`src/rtl/adam_rst_seq_pkg.sv`:
```
// Shared types and parameter sanity helpers for the ADAM reset sequencer.
// Board tops may import this for the state encoding and counter type.
package adam_rst_seq_pkg;

    localparam int DEF_CNT_WIDTH = 8;

    typedef enum logic [1:0] {
        HOLD,
        RELEASE,
        RUN
    } state_e;

    typedef logic [DEF_CNT_WIDTH-1:0] cnt_t;

    // A cycle count is usable when a CNT_WIDTH-bit equality compare can reach it.
    function automatic bit cycles_in_range(int cycles, int width);
        return (width >= 1) && (width < 31) && (cycles >= 1) && (cycles < (1 << width));
    endfunction

    function automatic bit params_ok(int no_channels, int cnt_width, int hold_cycles,
                                     int stage_delay, int soft_cycles, int sync_stages);
        return (no_channels >= 1) && (sync_stages >= 2)
            && cycles_in_range(hold_cycles, cnt_width)
            && cycles_in_range(stage_delay, cnt_width)
            && cycles_in_range(soft_cycles, cnt_width);
    endfunction

endpackage

```
`src/rtl/adam_rst_sync.sv`:
```
// N-stage synchroniser for an asynchronous single-bit input.
// Flops clear to 0, so an active-low input reads as asserted during reset.
module adam_rst_sync #(
    parameter int STAGES = 2
) (
    input  logic clk,
    input  logic rst,
    input  logic d,
    output logic q
);

    logic [STAGES-1:0] sync_q;
    logic [STAGES-1:0] sync_d;

    always_comb begin
        sync_d = {sync_q[STAGES-2:0], d};
    end

    // NOTE: sequential state uses non-blocking assignments so every flop samples pre-edge values.
    always_ff @(posedge clk or posedge rst) begin
        if (rst) begin
            sync_q <= '0;
        end else begin
            sync_q <= sync_d;
        end
    end

    assign q = sync_q[STAGES-1];

endmodule

```
`src/rtl/adam_rst_seq.sv`:
```
// Reset sequencer: holds all channels after the board reset, releases them in
// order with a fixed gap, then offers per-channel soft reset pulses.
module adam_rst_seq
    import adam_rst_seq_pkg::*;
#(
    parameter int NO_CHANNELS = 4,
    parameter int CNT_WIDTH   = DEF_CNT_WIDTH,
    parameter int HOLD_CYCLES = 16,
    parameter int STAGE_DELAY = 4,
    parameter int SOFT_CYCLES = 8,
    parameter int SYNC_STAGES = 2
) (
    input  logic                   clk,
    input  logic                   rst,
    input  logic                   ext_rstn,
    input  logic [NO_CHANNELS-1:0] ch_req,
    output logic [NO_CHANNELS-1:0] ch_rst,
    output logic                   all_released,
    output logic                   busy
);

    localparam int IDX_WIDTH = $clog2(NO_CHANNELS + 1);

    localparam logic [CNT_WIDTH-1:0] HOLD_LAST  = CNT_WIDTH'(HOLD_CYCLES - 1);
    localparam logic [CNT_WIDTH-1:0] STAGE_LAST = CNT_WIDTH'(STAGE_DELAY - 1);
    localparam logic [CNT_WIDTH-1:0] SOFT_LAST  = CNT_WIDTH'(SOFT_CYCLES - 1);
    localparam logic [IDX_WIDTH-1:0] IDX_LAST   = IDX_WIDTH'(NO_CHANNELS - 1);

    if (!params_ok(NO_CHANNELS, CNT_WIDTH, HOLD_CYCLES, STAGE_DELAY, SOFT_CYCLES,
                   SYNC_STAGES)) begin : g_param_err
        $error("adam_rst_seq: parameter out of range");
    end

    logic ext_ok;

    state_e                 state_q, state_d;
    logic [CNT_WIDTH-1:0]   cnt_q, cnt_d;
    logic [IDX_WIDTH-1:0]   idx_q, idx_d;
    logic [CNT_WIDTH-1:0]   soft_cnt_q [NO_CHANNELS];
    logic [CNT_WIDTH-1:0]   soft_cnt_d [NO_CHANNELS];
    logic [NO_CHANNELS-1:0] ch_rst_q, ch_rst_d;
    logic                   all_released_q, all_released_d;
    logic                   busy_q, busy_d;

    adam_rst_sync #(
        .STAGES(SYNC_STAGES)
    ) u_ext_sync (
        .clk(clk),
        .rst(rst),
        .d  (ext_rstn),
        .q  (ext_ok)
    );

    always_ff @(posedge clk or posedge rst) begin
        if (rst) begin
            state_q        <= HOLD;
            cnt_q          <= '0;
            idx_q          <= '0;
            ch_rst_q       <= '1;
            all_released_q <= 1'b0;
            busy_q         <= 1'b1;
            // NOTE: the soft counters are a handful of flops, not a RAM, so they take the async reset like everything else.
            for (int i = 0; i < NO_CHANNELS; i++) begin
                soft_cnt_q[i] <= '0;
            end
        end else begin
            state_q        <= state_d;
            cnt_q          <= cnt_d;
            idx_q          <= idx_d;
            ch_rst_q       <= ch_rst_d;
            all_released_q <= all_released_d;
            busy_q         <= busy_d;
            for (int i = 0; i < NO_CHANNELS; i++) begin
                soft_cnt_q[i] <= soft_cnt_d[i];
            end
        end
    end

    // Sequencing: hold counter, stage counter and release index.
    always_comb begin
        // NOTE: every combinational output gets a default first, so no path can infer a latch.
        state_d = state_q;
        cnt_d   = cnt_q;
        idx_d   = idx_q;
        if (!ext_ok) begin
            state_d = HOLD;
            cnt_d   = '0;
            idx_d   = '0;
        end else begin
            unique case (state_q)
                HOLD: begin
                    if (cnt_q == HOLD_LAST) begin
                        cnt_d   = '0;
                        idx_d   = IDX_WIDTH'(1);
                        state_d = (NO_CHANNELS == 1) ? RUN : RELEASE;
                    end else begin
                        cnt_d = cnt_q + 1'b1;
                    end
                end
                RELEASE: begin
                    if (cnt_q == STAGE_LAST) begin
                        cnt_d = '0;
                        idx_d = idx_q + 1'b1;
                        if (idx_q == IDX_LAST) begin
                            state_d = RUN;
                        end
                    end else begin
                        cnt_d = cnt_q + 1'b1;
                    end
                end
                RUN: begin
                end
                default: begin
                    state_d = HOLD;
                end
            endcase
        end
    end

    // Channel resets, soft-reset counters and status flags.
    always_comb begin
        ch_rst_d = ch_rst_q;
        for (int i = 0; i < NO_CHANNELS; i++) begin
            soft_cnt_d[i] = soft_cnt_q[i];
        end
        if (!ext_ok) begin
            ch_rst_d = '1;
            for (int i = 0; i < NO_CHANNELS; i++) begin
                soft_cnt_d[i] = '0;
            end
        end else begin
            unique case (state_q)
                HOLD: begin
                    if (cnt_q == HOLD_LAST) begin
                        ch_rst_d[0] = 1'b0;
                    end
                end
                RELEASE: begin
                    if (cnt_q == STAGE_LAST) begin
                        for (int i = 0; i < NO_CHANNELS; i++) begin
                            if (IDX_WIDTH'(i) == idx_q) begin
                                ch_rst_d[i] = 1'b0;
                            end
                        end
                    end
                end
                RUN: begin
                    // A request while a pulse is running reloads it, extending the pulse.
                    for (int i = 0; i < NO_CHANNELS; i++) begin
                        if (ch_req[i]) begin
                            ch_rst_d[i]   = 1'b1;
                            soft_cnt_d[i] = SOFT_LAST;
                        end else if (ch_rst_q[i]) begin
                            if (soft_cnt_q[i] == '0) begin
                                ch_rst_d[i] = 1'b0;
                            end else begin
                                soft_cnt_d[i] = soft_cnt_q[i] - 1'b1;
                            end
                        end
                    end
                end
                default: begin
                    ch_rst_d = '1;
                end
            endcase
        end
        all_released_d = (state_d == RUN) && (ch_rst_d == '0);
        busy_d         = (state_d != RUN);
    end

    assign ch_rst       = ch_rst_q;
    assign all_released = all_released_q;
    assign busy         = busy_q;

endmodule

```
`config.mk`:
```
export PLATFORM = sky130hd
export DESIGN_NAME = adam_rst_seq
export DESIGN_NICKNAME = d
export VERILOG_FILES = /design/src/rtl/adam_rst_seq_pkg.sv /design/src/rtl/adam_rst_sync.sv /design/src/rtl/adam_rst_seq.sv
export SDC_FILE = /design/constraint.sdc
export NUM_CORES = 1
export LEC_CHECK = 0
export BUFFER_PORTS_ARGS = -buffer_cell sky130_fd_sc_hd__buf_4
export CAP_MARGIN = 20
export CELL_PAD_IN_SITES_DETAIL_PLACEMENT = 1
export CELL_PAD_IN_SITES_GLOBAL_PLACEMENT = 2
export CORE_ASPECT_RATIO = 1.1
export CORE_MARGIN = 2
export CORE_UTILIZATION = 40
export DETAILED_ROUTE_END_ITERATION = 6
export PLACE_DENSITY_LB_ADDON = 0.1
export SYNTH_ARGS = -nofsm -noshare
export SYNTH_HDL_FRONTEND = slang
export SYNTH_SLANG_ARGS = --single-unit
```
`constraint.sdc`:
```
create_clock -name clk -period 2.9 [get_ports clk]
set_clock_uncertainty 0.15 [all_clocks]
set_input_delay 0.58 -clock clk [delete_from_list [all_inputs] [get_ports clk]]
set_output_delay 0.58 -clock clk [all_outputs]
set_load 0.01 [all_outputs]
```
Yosys cells after proc, flatten, opt, wreduce, memory -nomap -nowiden
Cells that the tools add are included.

operators by class
  $add $sub $neg = 6
  reductions and logical operators = 13
  eq/ne operators = 22
  mux-type cells = 48

operator list
  kind                                                 count
  two-way mux 8 bit                                    15
  two-way mux 32 bit                                   2
  != test 3 bit, second input constant                 11
  zero test 8 bit                                      4
  subtractor 8 x 1 -> 8 bit, second input constant     4
  two-way mux 1 bit                                    17
  one-hot mux 8 bit (2 select lines)                   1
  AND reduction 3 bit                                  5
  two-way mux 3 bit                                    3
  one-hot mux 3 bit (3 select lines)                   1
  adder 8 x 1 -> 8 bit, second input constant          1
  equality test 8 x 2 -> 1 bit, second input constant  1
  equality test 8 x 4 -> 1 bit, second input constant  1
  two-way mux 2 bit                                    4
  two-way mux 4 bit                                    2
  equality test 2 x 3 -> 1 bit, first input constant   2
  one-hot mux 2 bit (3 select lines)                   1
  one-hot mux 3 bit (2 select lines)                   1
  equality test 2 bit, second input constant           2
  zero test 4 bit                                      1
  != test 2 bit, second input constant                 2
  adder 3 x 1 -> 3 bit, second input constant          1
  equality test 1 x 3 -> 1 bit, first input constant   1
  equality test 3 x 2 -> 1 bit, second input constant  1
  5 further kinds                                      5

storage, ports and cells
  logic and storage cells = 100
  output and inout bits = 6
  register bits = 53
  input port bits = 7

Logic depth before layout (Yosys ltp)
  word-level depth = 8
  mapped depth = 8
  depth with buffers taken out = 7

By module
Synthesis repeated with hierarchy kept, for this count alone.

second synthesis, totals
  cells, all modules = 293
  area, all modules = 2867.8 um2

modules (own cells, without submodules)
  module         sequential area each (um2)  area an instance (um2)  times used  cells each
  adam_rst_seq   1282.5                      2813.9                  1           290
  adam_rst_sync  50.0                        53.8                    1           3

Least setup slack after synthesis
Ideal clock, no wire load.

  kind = in2reg
  start = in ch_req[2]
  end = reg all_released_q (netlist: all_released)
  stages on the path = 5
  library setup time = 0.096 ns
  slack = 0.687 ns
  buffers on the path = 1
  arrival = 1.967 ns
  required time = 2.654 ns
  cell sequence = or4b_1 -> o221a_1 -> buf_6 -> a311o_1 -> nor4_2

on the way
  cells in the longest elaborated chain, start to end = 5

RTL lines
  element                             RTL line             RTL
  from (decl)                         adam_rst_seq.sv:16   input logic [NO_CHANNELS-1:0] ch_req,
  two-way mux 1 bit                   adam_rst_seq.sv:150  if (ch_req[i]) begin
  one-hot mux 3 bit (3 select lines)  adam_rst_seq.sv:132  unique case (state_q)
  two-way mux 4 bit                   adam_rst_seq.sv:126  if (!ext_ok) begin
  net ch_rst_d[2]                     adam_rst_seq.sv:41   logic [NO_CHANNELS-1:0] ch_rst_q, ch_rst_d;
  zero test 4 bit                     adam_rst_seq.sv:167  all_released_d = (state_d == RUN) && (ch_rst_d == '0);
  logical AND 1 bit                   adam_rst_seq.sv:167
  net all_released_d                  adam_rst_seq.sv:42   logic all_released_q, all_released_d;
  to (signal assigned)                adam_rst_seq.sv:71   all_released_q <= all_released_d;
  to (decl)                           adam_rst_seq.sv:42

The timed path passes the listed nets, and every way through them passes these cells.
A chain may end at the register's enable or synchronous reset.

Worst setup path after layout
  start = reg soft_cnt_q[8] (netlist name)
  end = reg all_released_q (netlist: all_released)

on the way
  cells in the longest elaborated chain, start to end = 8

RTL lines
  element                             RTL line             RTL
  from (decl)                         adam_rst_seq.sv:39   logic [CNT_WIDTH-1:0] soft_cnt_q [NO_CHANNELS];
  from (signal, indexed assignment)   adam_rst_seq.sv:74   soft_cnt_q[i] <= soft_cnt_d[i];
  zero test 8 bit                     adam_rst_seq.sv:154  if (soft_cnt_q[i] == '0) begin
  two-way mux 1 bit                   adam_rst_seq.sv:154
  two-way mux 1 bit                   adam_rst_seq.sv:153  end else if (ch_rst_q[i]) begin
  two-way mux 1 bit                   adam_rst_seq.sv:150
  one-hot mux 3 bit (3 select lines)  adam_rst_seq.sv:132
  two-way mux 4 bit                   adam_rst_seq.sv:126
  net ch_rst_d[2]                     adam_rst_seq.sv:41
  zero test 4 bit                     adam_rst_seq.sv:167
  logical AND 1 bit                   adam_rst_seq.sv:167
  net all_released_d                  adam_rst_seq.sv:42

The timed path passes the listed nets, and every way through them passes these cells.

==> flow_summary_export.csv <==
group,metric,value,unit
status,outcome,"finished clean",
routing,ant_nets,0,
timing,setup_viol,0,
synthesis,avgSynthCellArea,9.81,um^2
timing,tightestPinTransition,0.645,ns
timing,period_needed,2.37,ns
layout,finish.net_count,328,
timing,slew_headroom,56.9,%
min_path,hold_class,"primary input to asynchronous set/reset pin",
global_route,grt-ovfl-total,0,
timing,rsz0062_at_grt,"false",
worst_setup_path,required,2.97,ns
worst_setup_path,end_kind,"flip-flop",
pwr,p_total,1.27,mW
global_route,grt_pass1_vias,2279,
global_route,grt_util_all_layers,17.7,%
global_route,grt_pass1_wl,11.2,mm
worst_setup_path,critPathKind,"flip-flop to flip-flop",
layout,area_growth,10.1,%
routing,drc,0,
clock_tree,cts_buffers,5,
layout,num_antenna_cells,0,
synthesis,syn_inst,294,
floorplan,start_util,41.2,%
routing,vias_per_cell,5.56,
floorplan,fp.dieH,93.1,um
floorplan,die_width,85.0,um
timing,tns,0,ns
routing,drt-initial-drc-count,86,
flow_run,drv_cap,0,
clock_tree,cts_max_level,2,
worst_setup_path,regToRegSetupSlack,0.53,ns
pwr,irDropWorstVdd,0.000225,V
synthesis,syn_nets,311,
synthesis,yosysWarnings,0,
placed_design,place_congestion,0.756,
synthesis,ys_types,59,
routing,routed_wl,6.39,mm
timing,drv_slew,0,
clock_tree,cts_max_path_buffers,2,
floorplan,die-area,0.00791,mm^2
layout,nFillCells,819,
floorplan,coreArea,0.00701,mm^2
synthesis,ys_seq_area_share,46.2,%
global_route,grt_start_max_net_pins,31,
placed_design,hpwlAfterDp,4.74,mm
clock_tree,cts_sinks,53,
clock_tree,clk-insertion-delay-late,0.31,ns
floorplan,ios,13,
worst_setup_path,worst-path-max-fanout,10,
synthesis,netlist_area,0.00289,mm^2
clock_tree,post_cts_buffers,0,
clock_tree,post_cts_resized,0,
synthesis,ys.flop_type,"dfrtp_1",
layout,final_layout_size_suffix_gt1_share,14.1,%
clock_tree,cts-root-buf,"clkbuf_8",
clock_tree,cts_hold_buf,0,
clock_tree,path_clk_slew,0.09,ns
pwr,powerDensity,399,mW/mm^2
routing,via_count,2206,
routing,firstDrtPassIters,4,
floorplan,row_count,32,
timing,hold_viol_final,0,
global_route,grt_antenna_before_repair,0,
timing,finalCritPeriodShare,81.8,%
clock_tree,cts_tree,"done",
pwr,p_leak,1.40,nW
synthesis,synth_edf_count,0,
synthesis,ys_ff_latch,53,
synthesis,async_reset_ff_share,100,%
timing,timing.fmax,421,MHz
routing,wl_per_cell,16.1,um
placed_design,port_buffers,12,
worst_setup_path,startpoint_type,"flip-flop",
worst_setup_path,cp_data_arrival_time,2.44,ns
[synth_stat cells, drive strengths merged (5+ instances only)]
library cell	instances	area share, %
dfrtp	48	42
nor2	42	5.5
inv	22	2.9
nand3	18	3.1
nand2	16	2.1
xor2	14	4.2
o21ai	13	2.3
ha	10	4.3
a21oi	8	1.4
and3	7	1.6
nor4	6	2.3
buf	5	1.5
dfstp	5	4.6
nor2b	5	1.1
xnor2	5	1.5
[per-stage QoR]
step	hold slack [ns]	util, %	area, um^2	worst slack, ns	instances
floorplan	0.181	-	2890	0.687	294
global route	0.213	45.4	3180	0.356	397
global placement	0.184	43.9	3080	0.527	389
CTS	0.216	45.4	3180	0.513	397
detailed placement	0.200	43.9	3080	0.480	389
finish	0.199	45.4	3180	0.527	397
[cell type report]
type	instances	area (um^2)	area share (%)
Multi-Input combinational cell	210	1410	44.4
Sequential cell	53	1330	41.9
Timing Repair Buffer	19	143	4.49
Tap cell	85	106	3.35
Clock buffer	7	96.3	3.03
Inverter	22	82.6	2.60
Clock inverter	1	5.00	0.157
[critical path: stages (launching register included)]
cell and delay (ns):
dfrtp_1 0.42, inv_1 0.07, ha_1 0.23, or4b_1 0.45, o221a_1 0.35, a311o_1 0.34, nor4_2 0.27
[cell families (layout without fill, tap and decap cells)]
family | count (synthesis) | count (layout) | share of synthesized area [%]
fa+ha+maj | 10 | 10 | 4.34
simple gates | 121 | 121 | 23.0
xor+xnor | 19 | 19 | 5.77
flops | 53 | 53 | 46.2
compound gates | 57 | 57 | 14.8
mux | 3 | 3 | 1.04
buf+inv | 31 | 49 | 4.86
[layout by cell type, fill, tap and decap left out, types with 5 or more instances in the layout]
master | Yosys | final
and3_1 | 6 | 6
nor2_1 | 42 | 42
o21ai_0 | 12 | 12
clkbuf_8 | 0 | 7
xor2_1 | 14 | 14
nand3_1 | 18 | 18
buf_4 | 2 | 19
ha_1 | 10 | 10
nor2b_1 | 5 | 5
dfrtp_1 | 48 | 48
xnor2_1 | 5 | 5
inv_1 | 22 | 21
a21oi_1 | 8 | 8
dfstp_2 | 5 | 5
nand2_1 | 16 | 16
[report_power, final]
part	total (mW)	internal [mW]	switching [mW]
combinational	0.0603	0.0177	0.0425
clock	0.457	0.216	0.241
sequential	0.749	0.743	0.00541
[path summary, 6_finish.rpt]
check | cells past startpoint | endpoint | from
max | 6 | all_released$_DFF_PP0_ | soft_cnt_q[8]$_DFFE_PP0P_
min | 2 | soft_cnt_q[29]$_DFFE_PP0P_ | rst
max reg2reg | 6 | all_released$_DFF_PP0_ | soft_cnt_q[8]$_DFFE_PP0P_
min reg2reg | 0 | u_ext_sync.sync_q[1]$_DFF_PP0_ | u_ext_sync.sync_q[0]$_DFF_PP0_
max in group asynchronous | 3 | ch_rst[0]$_DFF_PP1_ | rst
min in group clk | 0 | u_ext_sync.sync_q[1]$_DFF_PP0_ | u_ext_sync.sync_q[0]$_DFF_PP0_
[state kept, by name, indices dropped and copies added, names as in the netlist]
name	flops
ch_rst	4
all_released	1
busy	1
u_ext_sync.sync_q	2
idx_q	3
soft_cnt_q	32
cnt_q	8
state_q	2
[metal layers]
layer	routed length (um)	part of all wire [%]	track usage (%)
met2	3060	48	29.8
met3	117	1.8	3.09
met4	87	1.4	5.69
met5	0	0	0
met1	3130	49	23.3
No activity file was read; power rests on OpenSTA's default activity.
